## config.mk

```make
export PLATFORM = sky130hd
export DESIGN_NAME = csr_unit_flat
export DESIGN_NICKNAME = d
export VERILOG_FILES = /design/src/rtl/csr_unit_if.sv /design/src/rtl/csr_unit.sv /design/src/flat_wrapper.sv
export SDC_FILE = /design/constraint.sdc
export NUM_CORES = 1
export LEC_CHECK = 0
export BUFFER_PORTS_ARGS = -buffer_cell sky130_fd_sc_hd__buf_2
export CORE_UTILIZATION = 50
export CTS_CLUSTER_DIAMETER = 150
export DETAILED_ROUTE_END_ITERATION = 10
export GPL_TIMING_DRIVEN = 1
export PLACE_DENSITY = 0.7
export SLEW_MARGIN = 20
export SYNTH_ARGS = -nofsm -noshare
export SYNTH_HDL_FRONTEND = slang
export SYNTH_SLANG_ARGS = --single-unit
```

## constraint.sdc

```tcl
create_clock -name clk_i -period 10.5 [get_ports clk_i]
set_input_delay 0.525 -clock clk_i [delete_from_list [all_inputs] [get_ports clk_i]]
set_output_delay 0.525 -clock clk_i [all_outputs]
set_load 0.02 [all_outputs]
```

## src/rtl/csr_unit_if.sv

```systemverilog
// CSR access bus between the decode/execute stage (master) and csr_unit (slave).
interface csr_unit_if #(
  parameter int XLEN = 32
);
  logic            csr_valid_i;
  logic [1:0]      csr_op_i;
  logic [11:0]     csr_address_i;
  logic [XLEN-1:0] csr_wdata_i;
  logic [XLEN-1:0] csr_rdata_o;
  logic            csr_illegal_o;

  modport master (
    output csr_valid_i, csr_op_i, csr_address_i, csr_wdata_i,
    input  csr_rdata_o, csr_illegal_o
  );

  modport slave (
    input  csr_valid_i, csr_op_i, csr_address_i, csr_wdata_i,
    output csr_rdata_o, csr_illegal_o
  );
endinterface

```

## src/rtl/csr_unit.sv

```systemverilog
// Machine-mode CSR unit: CSRRW/RS/RC, illegal-access detection, trap/MRET sequencing, interrupts.
// Optional feature macro: CSR_COUNTERS_EN adds the 64-bit mcycle/minstret counters.
module csr_unit #(
  parameter int              XLEN        = 32,
  parameter logic [XLEN-1:0] MTVEC_RESET = 32'h0000_0000,
  parameter logic [XLEN-1:0] MISA_VALUE  = 32'h4000_0100,
  parameter logic [XLEN-1:0] HART_ID     = '0
) (
  input  logic            clk_i,
  input  logic            rst_i,
  csr_unit_if.slave       csr,
  input  logic            instret_i,
  input  logic            trap_valid_i,
  input  logic [XLEN-1:0] trap_cause_i,
  input  logic [XLEN-1:0] trap_pc_i,
  input  logic            mret_i,
  input  logic            ext_irq_i,
  input  logic            timer_irq_i,
  output logic            irq_pending_o,
  output logic [XLEN-1:0] trap_vector_o,
  output logic [XLEN-1:0] mepc_o
);

  localparam logic [11:0] ADDR_MSTATUS   = 12'h300;
  localparam logic [11:0] ADDR_MISA      = 12'h301;
  localparam logic [11:0] ADDR_MIE       = 12'h304;
  localparam logic [11:0] ADDR_MTVEC     = 12'h305;
  localparam logic [11:0] ADDR_MSCRATCH  = 12'h340;
  localparam logic [11:0] ADDR_MEPC      = 12'h341;
  localparam logic [11:0] ADDR_MCAUSE    = 12'h342;
  localparam logic [11:0] ADDR_MIP       = 12'h344;
  localparam logic [11:0] ADDR_MHARTID   = 12'hF14;
  localparam logic [11:0] ADDR_MCYCLE    = 12'hB00;
  localparam logic [11:0] ADDR_MCYCLEH   = 12'hB80;
  localparam logic [11:0] ADDR_MINSTRET  = 12'hB02;
  localparam logic [11:0] ADDR_MINSTRETH = 12'hB82;

  typedef enum logic [1:0] {
    OP_NONE = 2'b00,
    OP_RW   = 2'b01,
    OP_RS   = 2'b10,
    OP_RC   = 2'b11
  } csr_op_e;

  csr_op_e         op;
  logic [11:0]     addr;
  logic            mstatus_mie_q, mstatus_mpie_q;
  logic [XLEN-1:0] mie_q, mtvec_q, mscratch_q, mepc_q, mcause_q, mip_q;
  logic [XLEN-1:0] mstatus_view, mip_sample;
  logic [XLEN-1:0] rdata_q;
  logic            illegal_q;
  logic [XLEN-1:0] old_val, new_val;
  logic            addr_known, addr_ro, wr_intent, illegal;
  logic            csr_req, csr_accept, do_write;
  logic [XLEN-1:0] mcycle_lo, mcycle_hi, minstret_lo, minstret_hi;
  logic [XLEN-1:0] tvec_base;

  assign op   = csr_op_e'(csr.csr_op_i);
  assign addr = csr.csr_address_i;

  // Traps and MRET pre-empt a CSR op in the same cycle; the op is dropped outright.
  assign csr_req    = csr.csr_valid_i && (op != OP_NONE);
  assign csr_accept = csr_req && !trap_valid_i && !mret_i;

  always_comb begin
    // NOTE: every always_comb output gets a default first, so no path can infer a latch.
    mstatus_view    = '0;
    mstatus_view[3] = mstatus_mie_q;
    mstatus_view[7] = mstatus_mpie_q;
    mip_sample      = '0;
    mip_sample[11]  = ext_irq_i;
    mip_sample[7]   = timer_irq_i;
  end

  always_comb begin
    old_val    = '0;
    addr_known = 1'b1;
    case (addr)
      ADDR_MSTATUS:   old_val = mstatus_view;
      ADDR_MISA:      old_val = MISA_VALUE;
      ADDR_MIE:       old_val = mie_q;
      ADDR_MTVEC:     old_val = mtvec_q;
      ADDR_MSCRATCH:  old_val = mscratch_q;
      ADDR_MEPC:      old_val = mepc_q;
      ADDR_MCAUSE:    old_val = mcause_q;
      ADDR_MIP:       old_val = mip_q;
      ADDR_MHARTID:   old_val = HART_ID;
      ADDR_MCYCLE:    old_val = mcycle_lo;
      ADDR_MCYCLEH:   old_val = mcycle_hi;
      ADDR_MINSTRET:  old_val = minstret_lo;
      ADDR_MINSTRETH: old_val = minstret_hi;
      default:        addr_known = 1'b0;
    endcase
  end

  // RS/RC with a zero operand is a pure read and never writes, so it is legal on read-only CSRs.
  assign addr_ro   = (addr[11:10] == 2'b11) || (addr == ADDR_MISA);
  assign wr_intent = (op == OP_RW) || (|csr.csr_wdata_i);
  assign illegal   = !addr_known || (addr_ro && wr_intent);
  assign do_write  = csr_accept && wr_intent && !illegal;

  always_comb begin
    new_val = csr.csr_wdata_i;
    case (op)
      OP_RS:   new_val = old_val | csr.csr_wdata_i;
      OP_RC:   new_val = old_val & ~csr.csr_wdata_i;
      default: new_val = csr.csr_wdata_i;
    endcase
  end

  // NOTE: sequential state uses non-blocking assignments and the asynchronous reset sits in the sensitivity list.
  always_ff @(posedge clk_i or posedge rst_i) begin
    if (rst_i) begin
      mstatus_mie_q  <= 1'b0;
      mstatus_mpie_q <= 1'b0;
      mie_q          <= '0;
      mtvec_q        <= MTVEC_RESET;
      mscratch_q     <= '0;
      mepc_q         <= '0;
      mcause_q       <= '0;
      mip_q          <= '0;
      rdata_q        <= '0;
      illegal_q      <= 1'b0;
    end else begin
      mip_q <= mip_sample;
      if (trap_valid_i) begin
        mepc_q         <= {trap_pc_i[XLEN-1:2], 2'b00};
        mcause_q       <= trap_cause_i;
        mstatus_mpie_q <= mstatus_mie_q;
        mstatus_mie_q  <= 1'b0;
      end else if (mret_i) begin
        mstatus_mie_q  <= mstatus_mpie_q;
        mstatus_mpie_q <= 1'b1;
      end else if (do_write) begin
        case (addr)
          ADDR_MSTATUS: begin
            mstatus_mie_q  <= new_val[3];
            mstatus_mpie_q <= new_val[7];
          end
          ADDR_MIE:      mie_q      <= new_val;
          ADDR_MTVEC:    mtvec_q    <= {new_val[XLEN-1:2], 1'b0, new_val[0]};
          ADDR_MSCRATCH: mscratch_q <= new_val;
          ADDR_MEPC:     mepc_q     <= {new_val[XLEN-1:2], 2'b00};
          ADDR_MCAUSE:   mcause_q   <= new_val;
          default: ;
        endcase
      end

      if (csr_accept) begin
        rdata_q   <= illegal ? '0 : old_val;
        illegal_q <= illegal;
      end else if (csr_req) begin
        illegal_q <= 1'b0;
      end
    end
  end

`ifdef CSR_COUNTERS_EN
  logic [63:0] mcycle_q, minstret_q;

  // A write to either half replaces that half and suppresses this cycle's increment.
  always_ff @(posedge clk_i or posedge rst_i) begin
    if (rst_i) begin
      mcycle_q   <= '0;
      minstret_q <= '0;
    end else begin
      if (do_write && addr == ADDR_MCYCLE)        mcycle_q[31:0]  <= new_val;
      else if (do_write && addr == ADDR_MCYCLEH)  mcycle_q[63:32] <= new_val;
      else                                        mcycle_q        <= mcycle_q + 64'd1;

      if (do_write && addr == ADDR_MINSTRET)      minstret_q[31:0]  <= new_val;
      else if (do_write && addr == ADDR_MINSTRETH) minstret_q[63:32] <= new_val;
      else if (instret_i)                         minstret_q        <= minstret_q + 64'd1;
    end
  end

  assign mcycle_lo   = mcycle_q[31:0];
  assign mcycle_hi   = mcycle_q[63:32];
  assign minstret_lo = minstret_q[31:0];
  assign minstret_hi = minstret_q[63:32];
`else
  logic unused_instret;
  assign unused_instret = instret_i;
  assign mcycle_lo      = '0;
  assign mcycle_hi      = '0;
  assign minstret_lo    = '0;
  assign minstret_hi    = '0;
`endif

  // Vectored mode applies only to interrupts; exceptions always land on the base.
  assign tvec_base = {mtvec_q[XLEN-1:2], 2'b00};
  always_comb begin
    trap_vector_o = tvec_base;
    if (mtvec_q[1:0] == 2'b01 && trap_cause_i[XLEN-1])
      trap_vector_o = tvec_base + {trap_cause_i[XLEN-3:0], 2'b00};
  end

  assign irq_pending_o     = mstatus_mie_q && (|(mip_q & mie_q));
  assign mepc_o            = mepc_q;
  assign csr.csr_rdata_o   = rdata_q;
  assign csr.csr_illegal_o = illegal_q;

endmodule

```

## src/flat_wrapper.sv

```systemverilog
// flat-port wrapper written by rule: the top's interface ports become plain ports
module csr_unit_flat 
#(
  parameter int              XLEN        = 32,
  parameter logic [XLEN-1:0] MTVEC_RESET = 32'h0000_0000,
  parameter logic [XLEN-1:0] MISA_VALUE  = 32'h4000_0100,
  parameter logic [XLEN-1:0] HART_ID     = '0
)
  (clk_i, rst_i, instret_i, trap_valid_i, trap_cause_i, trap_pc_i, mret_i, ext_irq_i, timer_irq_i, irq_pending_o, trap_vector_o, mepc_o, csr_csr_valid_i, csr_csr_op_i, csr_csr_address_i, csr_csr_wdata_i, csr_csr_rdata_o, csr_csr_illegal_o);
  csr_unit_if #(.XLEN(XLEN)) csr_i ();
  input  logic clk_i;
  input  logic rst_i;
  input  logic instret_i;
  input  logic trap_valid_i;
  input  logic [XLEN-1:0] trap_cause_i;
  input  logic [XLEN-1:0] trap_pc_i;
  input  logic mret_i;
  input  logic ext_irq_i;
  input  logic timer_irq_i;
  output logic irq_pending_o;
  output logic [XLEN-1:0] trap_vector_o;
  output logic [XLEN-1:0] mepc_o;
  input wire logic [$bits(csr_i.csr_valid_i)-1:0] csr_csr_valid_i;
  input wire logic [$bits(csr_i.csr_op_i)-1:0] csr_csr_op_i;
  input wire logic [$bits(csr_i.csr_address_i)-1:0] csr_csr_address_i;
  input wire logic [$bits(csr_i.csr_wdata_i)-1:0] csr_csr_wdata_i;
  output wire logic [$bits(csr_i.csr_rdata_o)-1:0] csr_csr_rdata_o;
  output wire logic [$bits(csr_i.csr_illegal_o)-1:0] csr_csr_illegal_o;
  assign csr_i.csr_valid_i = csr_csr_valid_i;
  assign csr_i.csr_op_i = csr_csr_op_i;
  assign csr_i.csr_address_i = csr_csr_address_i;
  assign csr_i.csr_wdata_i = csr_csr_wdata_i;
  assign csr_csr_rdata_o = csr_i.csr_rdata_o;
  assign csr_csr_illegal_o = csr_i.csr_illegal_o;
  csr_unit #(.XLEN(XLEN), .MTVEC_RESET(MTVEC_RESET), .MISA_VALUE(MISA_VALUE), .HART_ID(HART_ID)) u_core (.clk_i(clk_i), .rst_i(rst_i), .csr(csr_i), .instret_i(instret_i), .trap_valid_i(trap_valid_i), .trap_cause_i(trap_cause_i), .trap_pc_i(trap_pc_i), .mret_i(mret_i), .ext_irq_i(ext_irq_i), .timer_irq_i(timer_irq_i), .irq_pending_o(irq_pending_o), .trap_vector_o(trap_vector_o), .mepc_o(mepc_o));
endmodule
```

Word level (Yosys, flattened, before mapping)
Index checks and enable logic that the tools add are counted.
{"block": "word_totals", "register_bits": 196, "inputBits": 118, "out_inout_bits": 98, "wordCells": 89}
{"block": "op_classes", "n_addsub": 1, "n_eq_ne": 18, "mux": 23, "bitwise": 6, "n_reduce_logical": 31}
{"operator": "2-to-1 mux 32 bit", "n": 10}
{"operator": "case mux 32 bit (8 select lines)", "n": 1}
{"operator": "== test 12 x 10 -> 1 bit, second input constant", "n": 8}
{"operator": "case mux 32 bit (2 select lines)", "n": 1}
{"operator": "OR reduction 32 bit", "n": 2}
{"operator": "== test 12 bit, second input constant", "n": 5}
{"operator": "adder 32 bit", "n": 1}
{"operator": "AND 12 x 32 -> 32 bit", "n": 1}
{"operator": "AND 32 bit", "n": 1}
{"operator": "inverter 32 bit", "n": 1}
{"operator": "OR 32 bit", "n": 1}
{"operator": "OR reduction 13 bit", "n": 1}
{"operator": "AND reduction 4 bit", "n": 3}
{"operator": "2-to-1 mux 1 bit", "n": 11}
{"operator": "nonzero test 2 bit", "n": 5}
{"operator": "logical AND 1 bit", "n": 8}
{"operator": "== test 2 bit, second input constant", "n": 3}
{"operator": "AND reduction 3 bit", "n": 2}
{"operator": "nonzero test 3 bit", "n": 2}
{"operator": "zero test 1 bit", "n": 4}
{"operator": "logical OR 1 bit", "n": 3}
{"operator": "== test 2 x 1 -> 1 bit, second input constant", "n": 1}
{"operator": "inequality test 2 bit, second input constant", "n": 1}
{"operator": "inverter 1 bit", "n": 2}
{"operator": "AND reduction 2 bit", "n": 1}

Longest topological paths before layout
Gate-level depths: netlist of the first run.
{"block": "depth", "word_depth": 10, "ltp_mapped": 12, "mapped_depth_nobuf": 10}

Worst setup path before layout of the first run
No wires, ideal clock.
{"block": "synth_path", "path_kind": "input-to-output", "from": "in trap_cause_i[0]", "to": "out trap_vector_o[30]", "t_arrival_ps": 3101, "t_required_ps": 9975, "slack_ps": 6874, "path_stages": 10, "n_path_buf": 0, "path_cell_list": "ha_1 fa_1 a211oi_1 o21ai_1 and4_1 o21ai_0 o41ai_2 a2111oi_0 nor3_1 o31a_1"}
{"block": "synth_via", "elab_chain_len": 2}
{"item": "from (decl)", "line_no": "flat_wrapper.sv:15", "rtl": "input logic [XLEN-1:0] trap_cause_i;"}
{"item": "adder 32 bit", "line_no": "csr_unit.sv:195", "rtl": "trap_vector_o = tvec_base + {trap_cause_i[XLEN-3:0], 2'b00};"}
{"item": "2-to-1 mux 32 bit", "line_no": "csr_unit.sv:194", "rtl": "if (mtvec_q[1:0] == 2'b01 && trap_cause_i[XLEN-1])"}
{"item": "to (decl)", "line_no": "flat_wrapper.sv:21", "rtl": "output logic [XLEN-1:0] trap_vector_o;"}
No other way between the ends.

Final worst setup path of the first run
{"block": "layout_path", "from": "reg u_core.mtvec_q[2]", "to": "out trap_vector_o[30]"}
{"block": "layout_via", "elab_chain_len": 2}
{"item": "from (decl)", "line_no": "csr_unit.sv:48", "rtl": "logic [XLEN-1:0] mie_q, mtvec_q, mscratch_q, mepc_q, mcause_q, mip_q;"}
{"item": "from (signal assigned)", "line_no": "csr_unit.sv:141", "rtl": "ADDR_MTVEC: mtvec_q <= {new_val[XLEN-1:2], 1'b0, new_val[0]};"}
{"item": "adder 32 bit", "line_no": "csr_unit.sv:195"}
{"item": "2-to-1 mux 32 bit", "line_no": "csr_unit.sv:194"}
No other way between the ends.

==> results of run 1 <==
-- cell type report --
type | instances | share of cell area, %
clock inverter | 14 | 1.145
sequential | 194 | 38.29
multi-input combinational | 983 | 44.19
inverter | 35 | 1.095
tap | 275 | 2.714
timing repair buffer | 224 | 9.178
clock buffer | 18 | 3.385
-- layout by cell type (no fill, tap or decap), drive strengths merged, types with 13 or more instances in the layout --
master,Yosys,final
a31oi,21,21
a21oi,80,80
nor4,13,13
a21o,25,25
a22oi,55,55
dfrtp,194,194
clkbuf,56,18
nand2,296,296
inv,35,41
buf,30,224
ha,29,29
xor2,14,14
mux2,26,26
nand3,66,66
nor2,57,57
o21ai,193,193
-- stage by stage --
step	hold slack [ps]	util, %	instances
2_1_floorplan	444.6	-	1298
3_3_place_gp	444.2	57.04	1711
3_5_place_dp	451.7	57.04	1711
4_1_cts	168.4	59.75	1743
5_1_grt	169.8	59.75	1743
6_report	178.9	59.75	1743
-- path summary, 6_finish.rpt --
path                                                 from                        end  slack [ps]
worst min register to register  u_core.csr.csr_rdata_o[8]  u_core.csr.csr_rdata_o[8]         460
worst min-delay path                          timer_irq_i            u_core.mip_q[7]         180
worst max register to register            u_core.mip_q[7]           u_core.mepc_o[7]        8300
max in group asynchronous                           rst_i           u_core.mie_q[21]        8750
worst max-delay path                    u_core.mtvec_q[2]          trap_vector_o[30]        5700
min in group asynchronous                           rst_i  u_core.csr.csr_rdata_o[8]         230
-- power by group through the flow --
stage	registers, uW	clock network (uW)	logic (uW)
2_1_floorplan	819	0	100
5_1_grt	795	688	212
4_1_cts	792	659	193
3_5_place_dp	807	0	192
6_report	792	652	193
3_3_place_gp	806	0	189
-- kinds of logic after synthesis --
group | count (synthesis)
AND/OR/NAND/NOR | 468
AO/OA/AOI/OAI | 425
flip-flops | 194
buffers and inverters | 121
multiplexers | 31
adder cells (fa/ha/maj) | 30
XOR/XNOR | 25
other | 1
-- routing by layer --
metal,vias up,routed length [um],GRT usage [%]
met5,-,0,0
met4,0,817,11.67
met3,50,2604,4.238
met2,423,15590,47.82
met1,4899,15210,44.14
li1,4883,-,-
-- Yosys cell counts, types with 19 or more instances --
master and n:
nor2_1 57, a21o_1 25, a21oi_1 79, ha_1 29, a22oi_1 55, a31oi_1 21, nand2_1 295, nand3_1 66
inv_1 35, o21ai_0 182, dfrtp_1 194, mux2_2 26, clkbuf_1 56, buf_2 19
-- registers in the layout, summed over array words and instances (netlist names) --
name	count
u_core.csr.csr_rdata_o	32
u_core.mcause_q	32
u_core.mie_q	32
u_core.mscratch_q	32
u_core.mtvec_q	31
u_core.mepc_o	30
u_core.mip_q	2
u_core.csr.csr_illegal_o	1
u_core.mstatus_mie_q	1
u_core.mstatus_mpie_q	1
-- worst max-delay path, stage by stage, from the launching register on --
cell and delay (ps):
dfrtp_1 420, ha_1 250, fa_1 430, a211oi_1 360
o21ai_1 170, and4_1 230, o21ai_0 520, o41ai_2 260
a2111oi_0 620, nor3_1 100, o31a_1 300, buf_2 170
==> impl_results.md, run 1 <==
- Status: completed
- Mapped Area: ~11000 sq um
- Die Span X: 149.9 um
- Pin count of the biggest net entering global routing: 131
- Rows: 53
- CP required: approximately 10000 ps
- Nets: 1603
- Largest area contributor in the netlist: dfrtp_1
- PortBufs: between 200 and 250
- Worst relative slew slack: 35.79%
- Clock Skews: 9.171 ps
- Clock power share: 39.8%
- Vias in the first global route: roughly 9.4k
- Top-level I/O count: 216
- Startpoint Class: flip-flop
- First-pass GRT wire length: 52.28 mm
- Max-cap violations: 0
- Clock-pin slew on the worst setup and hold paths: roughly 80 ps
- Initial DRC Count: 823
- Layout cells sized above 1: 20.78%
- ANT nets after route: 0
- Post-CTS resize count: 0
- Dpl ws: 6087 ps
- Mapped Cells: roughly 1.3k
- Bufs on Longest Clock Path: 2
- Area fraction of the dominant cell type after synthesis: 44.40%
- Post-Synth Simple-Gate Area: 18.80%
- Worst-Skew Late Latency: 440 ps
- Via-to-Cell Ratio: between 5 and 6
- Hold Path Cell Cnt: 1
- Placer Congestion: 0.8341
- Placed Area: 12100 sq um
- CTS Sinks: 194
- TritonCTS clock tree: yes
- CP Max Fanout: 5
- Yosys Warn Count: 0
- # diodes: 0
- Hold Path Class: in2reg
- Residual DRC count: 0
- Drt total wl: 34.22 mm
- Post-DP HPWL: 22.53 mm
- Fin. max-slew vios: 0
- Final hold vios: 0
- NetSw: 464.7 uW
- Slack of the critical path: 5698 ps
- R2R depth: 7
- Synth Area in Compound Gates: approximately a quarter
- Crit Path Class: reg2out
- Switching share of power: 28.37%
- Comb pwr share: 11.8%
- Post-synthesis adder-cell area fraction: 3.502%
- Final setup viols: 0
- Largest cells by area after synthesis: dfrtp_1, nand2_1, o21ai_0
- H-tree Lvls: 4
- Multi-input logic area: 5603 sq um
- GRT overflow: 0
- Top_reg_cell synth: dfrtp_1
- Clk root buf: clkbuf_16
- Actual slew at the worst max-slew pin: around 960 ps
- Fin crit period: 4802 ps
- Initial antenna violation count: 0
- Yosys cell types: 63
- WP data arrival: around 4300 ps
- Initial Util: 51.53%
- FFs w/ async S/R, synth: 100.0%
- Setup TNS: 0 ps
- Drt wl/cell: 19.63 um
- # fillers: 1973
- Die height: 149.9 um
- Post-synth EDFFs: 0
- P_int: 1173 uW
- Peak Freq: 208.2 MHz
- Largest family of logic cells by synthesized area: compound AO/OA/AOI/OAI gates
- Mux contribution to synthesized area: 3.250%
- Fin crit share: 45.74%
- Flop pwr share: 48.4%
- Xor and xnor area share after synthesis: 2.003%
- TritonCTS Buffers: 17
- Total GRT Usage: 30.97%
- Synthesized area per cell: 8.443 sq um
- Core Box Area: roughly 21000 sq um
- Pleak: roughly 0.0063 uW
- Register area share after synthesis: between 40% and 50%
- Area growth from synthesis to layout: 15.95%
- Post-CTS Hold Buffers: 0
- Sequential Area: 4855 sq um
- Kind of end point of the critical path: primary output
- Flops & latches, synth: a little under 200
- Post-CTS Setup Inserts: 0
- Die ar.: 22460 sq um
- RSZ-0062 raised after global routing: false
- Via count: 10.26k
- Peak VDD IR: 0.0001113 V
- Design Area, Final: 12680 sq um
- Drt pass-1 iters: 5
- Pwr per Cell Area: between 100 and 150 nW/um^2
- Total Power: 1638 uW
(Power assumes the default switching activity.)
==> inputs of run 2 (changes only) <==
--- a/config.mk
+++ b/config.mk
@@ -10,7 +10,7 @@
 export CTS_CLUSTER_DIAMETER = 150
 export DETAILED_ROUTE_END_ITERATION = 10
 export GPL_TIMING_DRIVEN = 1
-export PLACE_DENSITY = 0.7
+export PLACE_DENSITY = 0.73
 export SLEW_MARGIN = 20
 export SYNTH_ARGS = -nofsm -noshare
 export SYNTH_HDL_FRONTEND = slang
==> constraint.sdc (replaced) <==
create_clock -name clk_i -period 3.9 [get_ports clk_i]
set_input_delay 0.195 -clock clk_i [delete_from_list [all_inputs] [get_ports clk_i]]
set_output_delay 0.195 -clock clk_i [all_outputs]
set_load 0.02 [all_outputs]
==> run 2 against run 1 <==
Critical path depth up 2. Clock power increased to 2.6 times the previous value. Register-to-register slack lost 6500 ps. Final area grew 1.1%. Sequential power rose to 2.7 times the previous value. Highest routed layer unchanged.
==> impl_results.md, run 2 (synthesized netlist as in run 1, its figures left out) <==
- Die ar.: 22460 sq um
- Area growth from synthesis to layout: 17.23%
- Post-DP HPWL: 22.83 mm
- Die height: 149.9 um
- TritonCTS Buffers: 17
- Vias in the first global route: 9669
- Die Span X: 149.9 um
- Drt total wl: 34.32 mm
- Post-CTS Setup Inserts: 0
- Hold Path Class: in2reg
- Actual slew at the worst max-slew pin: ~900 ps
- ANT nets after route: 0
- Peak VDD IR: roughly 0.00029 V
- Clk root buf: clkbuf_16
- Crit Path Class: reg2out
- Rows: 53
- Clock-pin slew on the worst setup and hold paths: 70 ps
- Bufs on Longest Clock Path: 2
- Switching share of power: 28.73%
- Placer Congestion: about 0.85
- Slack of the critical path: between 150 and 200 ps
- Setup TNS: 0 ps
- Clock Skews: 17.19 ps
- Drt wl/cell: 19.59 um
- Final hold vios: 0
- Drt pass-1 iters: 7
- Clock power share: 39.1%
- Layout cells sized above 1: 21.26%
- Most common cell after layout, fill and taps aside: nand2_1
- Core Box Area: 21220 sq um
- P_int: 3120 uW
- CTS Sinks: 194
- Startpoint Class: flip-flop
- TritonCTS clock tree: yes
- Commonest non-fill, non-tap cells in the layout: nand2_1, buf_2, dfrtp_1
- Initial DRC Count: 984
- Initial Util: about half
- CP Max Fanout: 4
- First-pass GRT wire length: 53.31 mm
- Flop pwr share: 48.8%
- Via-to-Cell Ratio: 5.916
- H-tree Lvls: 4
- Pwr per Cell Area: 341.6 nW/um^2
- Top-level I/O count: around 220
- CP required: 3700 ps
- Initial antenna violation count: 0
- Pin count of the biggest net entering global routing: 195
- Comb pwr share: 12.1%
- Fin crit period: around 3700 ps
- Fin crit share: 95.75%
- Kind of end point of the critical path: primary output
- Design Area, Final: ~13000 sq um
- Worst relative slew slack: 38.61%
- Pleak: 0.006338 uW
- NetSw: 1258 uW
- Residual DRC count: 0
- Max-cap violations: 0
- # diodes: 0
- R2R depth: 7
- Via count: 10.36k
- Dpl ws: 468.8 ps
- GRT overflow: 0
- Nets: 1612
- WP data arrival: approximately 3500 ps
- Status: completed
- Total GRT Usage: 31.21%
- Final setup viols: 0
- Placed Area: between 10000 and 15000 sq um
- Hold Path Cell Cnt: 3
- Peak Freq: about 270 MHz
- Worst-Skew Late Latency: approximately 440 ps
- Fin. max-slew vios: 0
- RSZ-0062 raised after global routing: false
- PortBufs: 208
==> run 2: worst paths after layout <==
kind | slack, ps | endpoint | startpoint
max | 170 | trap_vector_o[28] | u_core.mtvec_q[2]
min | 10 | u_core.mcause_q[27] | trap_cause_i[27]
max reg2reg | 1760 | u_core.mepc_o[7] | u_core.mip_q[7]
min reg2reg | 460 | u_core.csr.csr_rdata_o[3] | u_core.csr.csr_rdata_o[3]
max in group asynchronous | 2530 | u_core.csr.csr_rdata_o[13] | rst_i
min in group asynchronous | 390 | u_core.mip_q[11] | rst_i
==> run 2: through the flow <==
| step | utilization (%) | hold slack (ps) | cells | power [uW] |
|---|---|---|---|---|
| after floorplan | - | 226.4 | 1298 | 2476 |
| after global placement | 57.44 | 305.6 | 1716 | 2680 |
| after detailed placement | 57.44 | 313.8 | 1716 | 2695 |
| after CTS | 60.18 | 4.668 | 1750 | 4381 |
| after global routing | 60.41 | 11.33 | 1752 | 4539 |
| final | 60.41 | 11.87 | 1752 | 4378 |
==> run 2: repair_timing <==
action                                 4_1_cts  5_1_grt
resized for setup                            1        3
hold buffers                                 2        1
gates cloned                                 0        0
endpoints found under the hold margin        2       66
setup endpoints to repair                    1        5
==> run 2: layer usage <==
metal	routed length [um]	vias up	track usage, %
met5	0	-	0
met3	2962	62	4.878
met1	14900	4907	44.31
li1	-	4899	-
met4	852	0	11.52
met2	15600	496	48.03
==> run 2: power by group through the flow <==
| stage | logic [uW] | clock network [uW] | registers (uW) |
|---|---|---|---|
| 6_report | 532 | 1710 | 2140 |
| 5_1_grt | 585 | 1810 | 2140 |
| 4_1_cts | 526 | 1720 | 2130 |
| 3_5_place_dp | 521 | 0 | 2170 |
| 3_3_place_gp | 511 | 0 | 2170 |
| 2_1_floorplan | 270 | 0 | 2210 |
==> run 2: area by class of cell <==
class	instances	area (sq um)
repair buffers	233	1309
inverters	35	135.1
multi-input cells	983	5614
clock buffers	18	439.2
well taps	275	344.1
clock inverters	14	122.6
fillers	1932	8402
flip-flops and latches	194	4855
==> run 2: critical path, cell delays in order (launching register included) <==
cell and delay (ps):
dfrtp_1 410, ha_1 250, fa_1 460, a211oi_2 270
o21ai_1 140, and4_1 220, o21ai_0 170, buf_4 170
o41ai_2 100, buf_4 180, a21oi_1 170, xor2_1 80
o21ai_0 270, buf_2 230
==> inputs of run 3 (changes only) <==
--- a/config.mk
+++ b/config.mk
@@ -5,12 +5,13 @@
 export SDC_FILE = /design/constraint.sdc
 export NUM_CORES = 1
 export LEC_CHECK = 0
+export ABC_AREA = 1
 export BUFFER_PORTS_ARGS = -buffer_cell sky130_fd_sc_hd__buf_2
 export CORE_UTILIZATION = 50
 export CTS_CLUSTER_DIAMETER = 150
 export DETAILED_ROUTE_END_ITERATION = 10
 export GPL_TIMING_DRIVEN = 1
-export PLACE_DENSITY = 0.73
+export PLACE_DENSITY = 0.72
 export SLEW_MARGIN = 20
 export SYNTH_ARGS = -nofsm -noshare
 export SYNTH_HDL_FRONTEND = slang
==> run 3 against run 2 <==
Sequential power up 2%. Routed wire length grew 36%. Setup slack gained 380 ps. Utilization fell by 2.0 points. Maximum frequency rose by 11%. Synthesized area grew 17%. Via count grew 34%. Synthesized cell count is 51% higher. Count of clock-buffer cells in the layout decreased by 1. Combinational power rose by 28%. Global-route usage increased by 4.7 points. Critical path depth fell by 2. Critical path type unchanged. Largest power group unchanged.
==> impl_results.md, run 3 <==
- Fin. max-slew vios: 0
- Layout cells sized above 1: between 10% and 20%
- RSZ-0062 raised after global routing: false
- Initial DRC Count: about 1.4k
- Yosys Warn Count: 0
- Worst path bufs/invs: 2
- Register area share after synthesis: 37.79%
- Actual slew at the worst max-slew pin: between 1000 and 1500 ps
- Worst-Skew Late Latency: 440 ps
- Drt wl/cell: 18.98 um
- Yosys cell types: 36
- Fin crit period: ~3400 ps
- H-tree Lvls: 4
- Hold Path Cell Cnt: 5
- Final hold vios: 0
- Mapped Cells: 1954
- TritonCTS clock tree: yes
- Final setup viols: 0
- Setup TNS: 0 ps
- Total GRT Usage: around 36%
- Initial antenna violation count: 0
- Critical path's largest stage delay: 560 ps
- CP max-delay cell: dfrtp_1
- Kind of end point of the critical path: primary output
- First-pass GRT wire length: 72.27 mm
- Commonest non-fill, non-tap cells in the layout: nand2_1, nand3_1, buf_2
- Non-filler cells, final: ~2.5k
- WP data arrival: 3160 ps
- Die height: 162.3 um
- Critical Path, Cell by Cell: ha_1, nand3_1, nand3_1, a21boi_0, o21ai_0, a21oi_1, inv_1, nand2_1, nand3_1, nand2_1, buf_2
- Die ar.: 26330 sq um
- Pleak: 0.008304 uW
- Drt pass-1 iters: 6
- Hold Path Class: in2reg
- Cell count after placement: 2429
- Post-DP HPWL: 33.72 mm
- Most numerous cell in the Yosys netlist: nand2_1
- RR Endpoint: u_core.mepc_o[9]
- Largest cells by area after synthesis: dfrtp_1, nand2_1, nand3_1
- Hold path start: trap_pc_i[8]
- Area growth from synthesis to layout: 14.58%
- Post-CTS resize count: 0
- Peak Freq: about 300 MHz
- # diodes: 0
- NetSw: 1428 uW
- CP delay by family, top: compound AO/OA/AOI/OAI gates
- Post-synth EDFFs: 0
- CP Max Fanout: 5
- Synthesized area per cell: 6.574 sq um
- Hold Path End: u_core.mepc_o[8]
- Worst path most repeated cell: nand3_1
- P_int: 3234 uW
- Worst r2r src: u_core.mtvec_q[9]
- GRT overflow: 0
- Peak VDD IR: 0.0002962 V
- Via count: approximately 14k
- Status: completed
- Bufs on Longest Clock Path: 2
- PortBufs: ~210
- # fillers: ~2.5k
- Most common cell after layout, fill and taps aside: nand2_1
- Worst relative slew slack: 32.55%
- Comb pwr share: 14.6%
- Flops & latches, synth: between 150 and 200
- Crit Path Class: reg2out
- Pwr per Cell Area: 316.8 nW/um^2
- Mapped Area: 12840 sq um
- Vias in the first global route: about 13k
- Clock-pin slew on the worst setup and hold paths: approximately 90 ps
- TritonCTS Buffers: 17
- Nets: 2269
- Via-to-Cell Ratio: 5.655
- Flop pwr share: between 40% and 50%
- Largest area contributor in the netlist: dfrtp_1
- Placer Congestion: about 1
- CP required: roughly 3700 ps
- Initial Util: 51.01%
- Fin crit share: 85.91%
- Clk root buf: clkbuf_16
- Post-CTS Hold Buffers: 3
- Startpoint Class: flip-flop
- FFs w/ async S/R, synth: between 90% and 100%
- Residual DRC count: 0
- Clock power share: 38.5%
- Max-cap violations: 0
- CTS Sinks: 194
- ANT nets after route: 0
- R2R depth: 8
- Drt total wl: 46.78 mm
- Area fraction of the dominant cell type after synthesis: 37.79%
- Post-CTS Setup Inserts: 0
- Core Box Area: 25180 sq um
- Most frequent cells after synthesis: nand2_1, nand3_1, dfrtp_1
- Die Span X: between 150 and 200 um
- Top-level I/O count: 216
- Switching share of power: 30.63%
- Clock Skews: between 10 and 15 ps
- Pin count of the biggest net entering global routing: 111
- FF-to-FF setup slack: 2190 ps
- Rows: 58
- Top_reg_cell synth: dfrtp_1
run 3: changes by cell type in the layout (fill, tap and decap cells not counted), moves of 39 or more:
cell     before  now
nand3_1      65  250
o21ai_0     181   62
a22oi_1      55    0
nor2_1       56  119
nand2_1     292  944
a21oi_1      78   39
run 3: cells by family (layout without fill, tap and decap cells):
family	count (synthesis)	in the layout	synth area share, %
AOI/OAI and AO/OA	144	144	6.721
xor gates and xnor gates	8	8	0.5455
adders and majority gates	30	30	2.981
buffers and inverters	164	341	5.991
DFF	194	194	37.79
other	1	4	0.02919
and+or+nand+nor	1413	1413	45.94
run 3: power groups by stage:
stage | logic [uW] | clock network [uW] | registers, uW
2_1_floorplan | 357 | 0 | 2260
3_3_place_gp | 661 | 0 | 2220
3_5_place_dp | 670 | 0 | 2220
4_1_cts | 674 | 1790 | 2190
5_1_grt | 748 | 1880 | 2200
6_report | 680 | 1790 | 2190
run 3: cell type report:
class / instances / area, sq um / area share (%)
tap: 330 / 412.9 / 2.805
timing repair buffer: 239 / 1331 / 9.045
inverter: 70 / 266.5 / 1.811
clock buffer: 17 / 425.4 / 2.890
multi-input combinational: 1599 / 7259 / 49.32
sequential: 194 / 4855 / 32.98
clock inverter: 15 / 167.7 / 1.139
run 3: how the worst max path moves through the flow:
stage                                    start                  endpoint  slack, ps  depth (start not counted)
after floorplan                          rst_i  u_core.csr.csr_illegal_o       1200                          1
after global placement    csr_csr_address_i[3]     u_core.mscratch_q[12]        990                         13
after detailed placement  csr_csr_address_i[3]     u_core.mscratch_q[31]        980                         13
after CTS                    u_core.mtvec_q[3]         trap_vector_o[23]        560                         11
after global routing         u_core.mtvec_q[3]         trap_vector_o[23]        310                         11
final                        u_core.mtvec_q[3]         trap_vector_o[23]        550                         11
run 3: routing by layer:
layer | up-vias | share of wire [%] | GRT usage [%]
li1 | 6592 | - | -
met1 | 6479 | 44 | 51.85
met2 | 787 | 43 | 53.28
met3 | 75 | 11 | 8.555
met4 | 0 | 2.1 | 10.21
met5 | - | 0 | 0
run 3: worst register-to-register path, stage by stage (launching register included):
cell and delay (ps):
dfrtp_1 440, nand3_1 110, nand3_1 110, nor2_1 370, o21ai_2 200, nand2_1 180, nand2_1 80, nand2_1 70
nand2_1 50
run 3: metrics by stage:
| step | util [%] | hold slack (ps) | setup slack (ps) | instance area, sq um | total power [uW] |
|---|---|---|---|---|---|
| 2_1_floorplan | - | 226.4 | 1201 | 12860 | 2614 |
| 6_report | 58.45 | 38.42 | 549.6 | 14720 | 4662 |
| 3_5_place_dp | 55.97 | 310.0 | 975.2 | 14090 | 2894 |
| 5_1_grt | 58.45 | 57.17 | 305.9 | 14720 | 4823 |
| 4_1_cts | 58.45 | 35.36 | 561.4 | 14720 | 4655 |
| 3_3_place_gp | 55.97 | 305.6 | 991.7 | 14090 | 2884 |
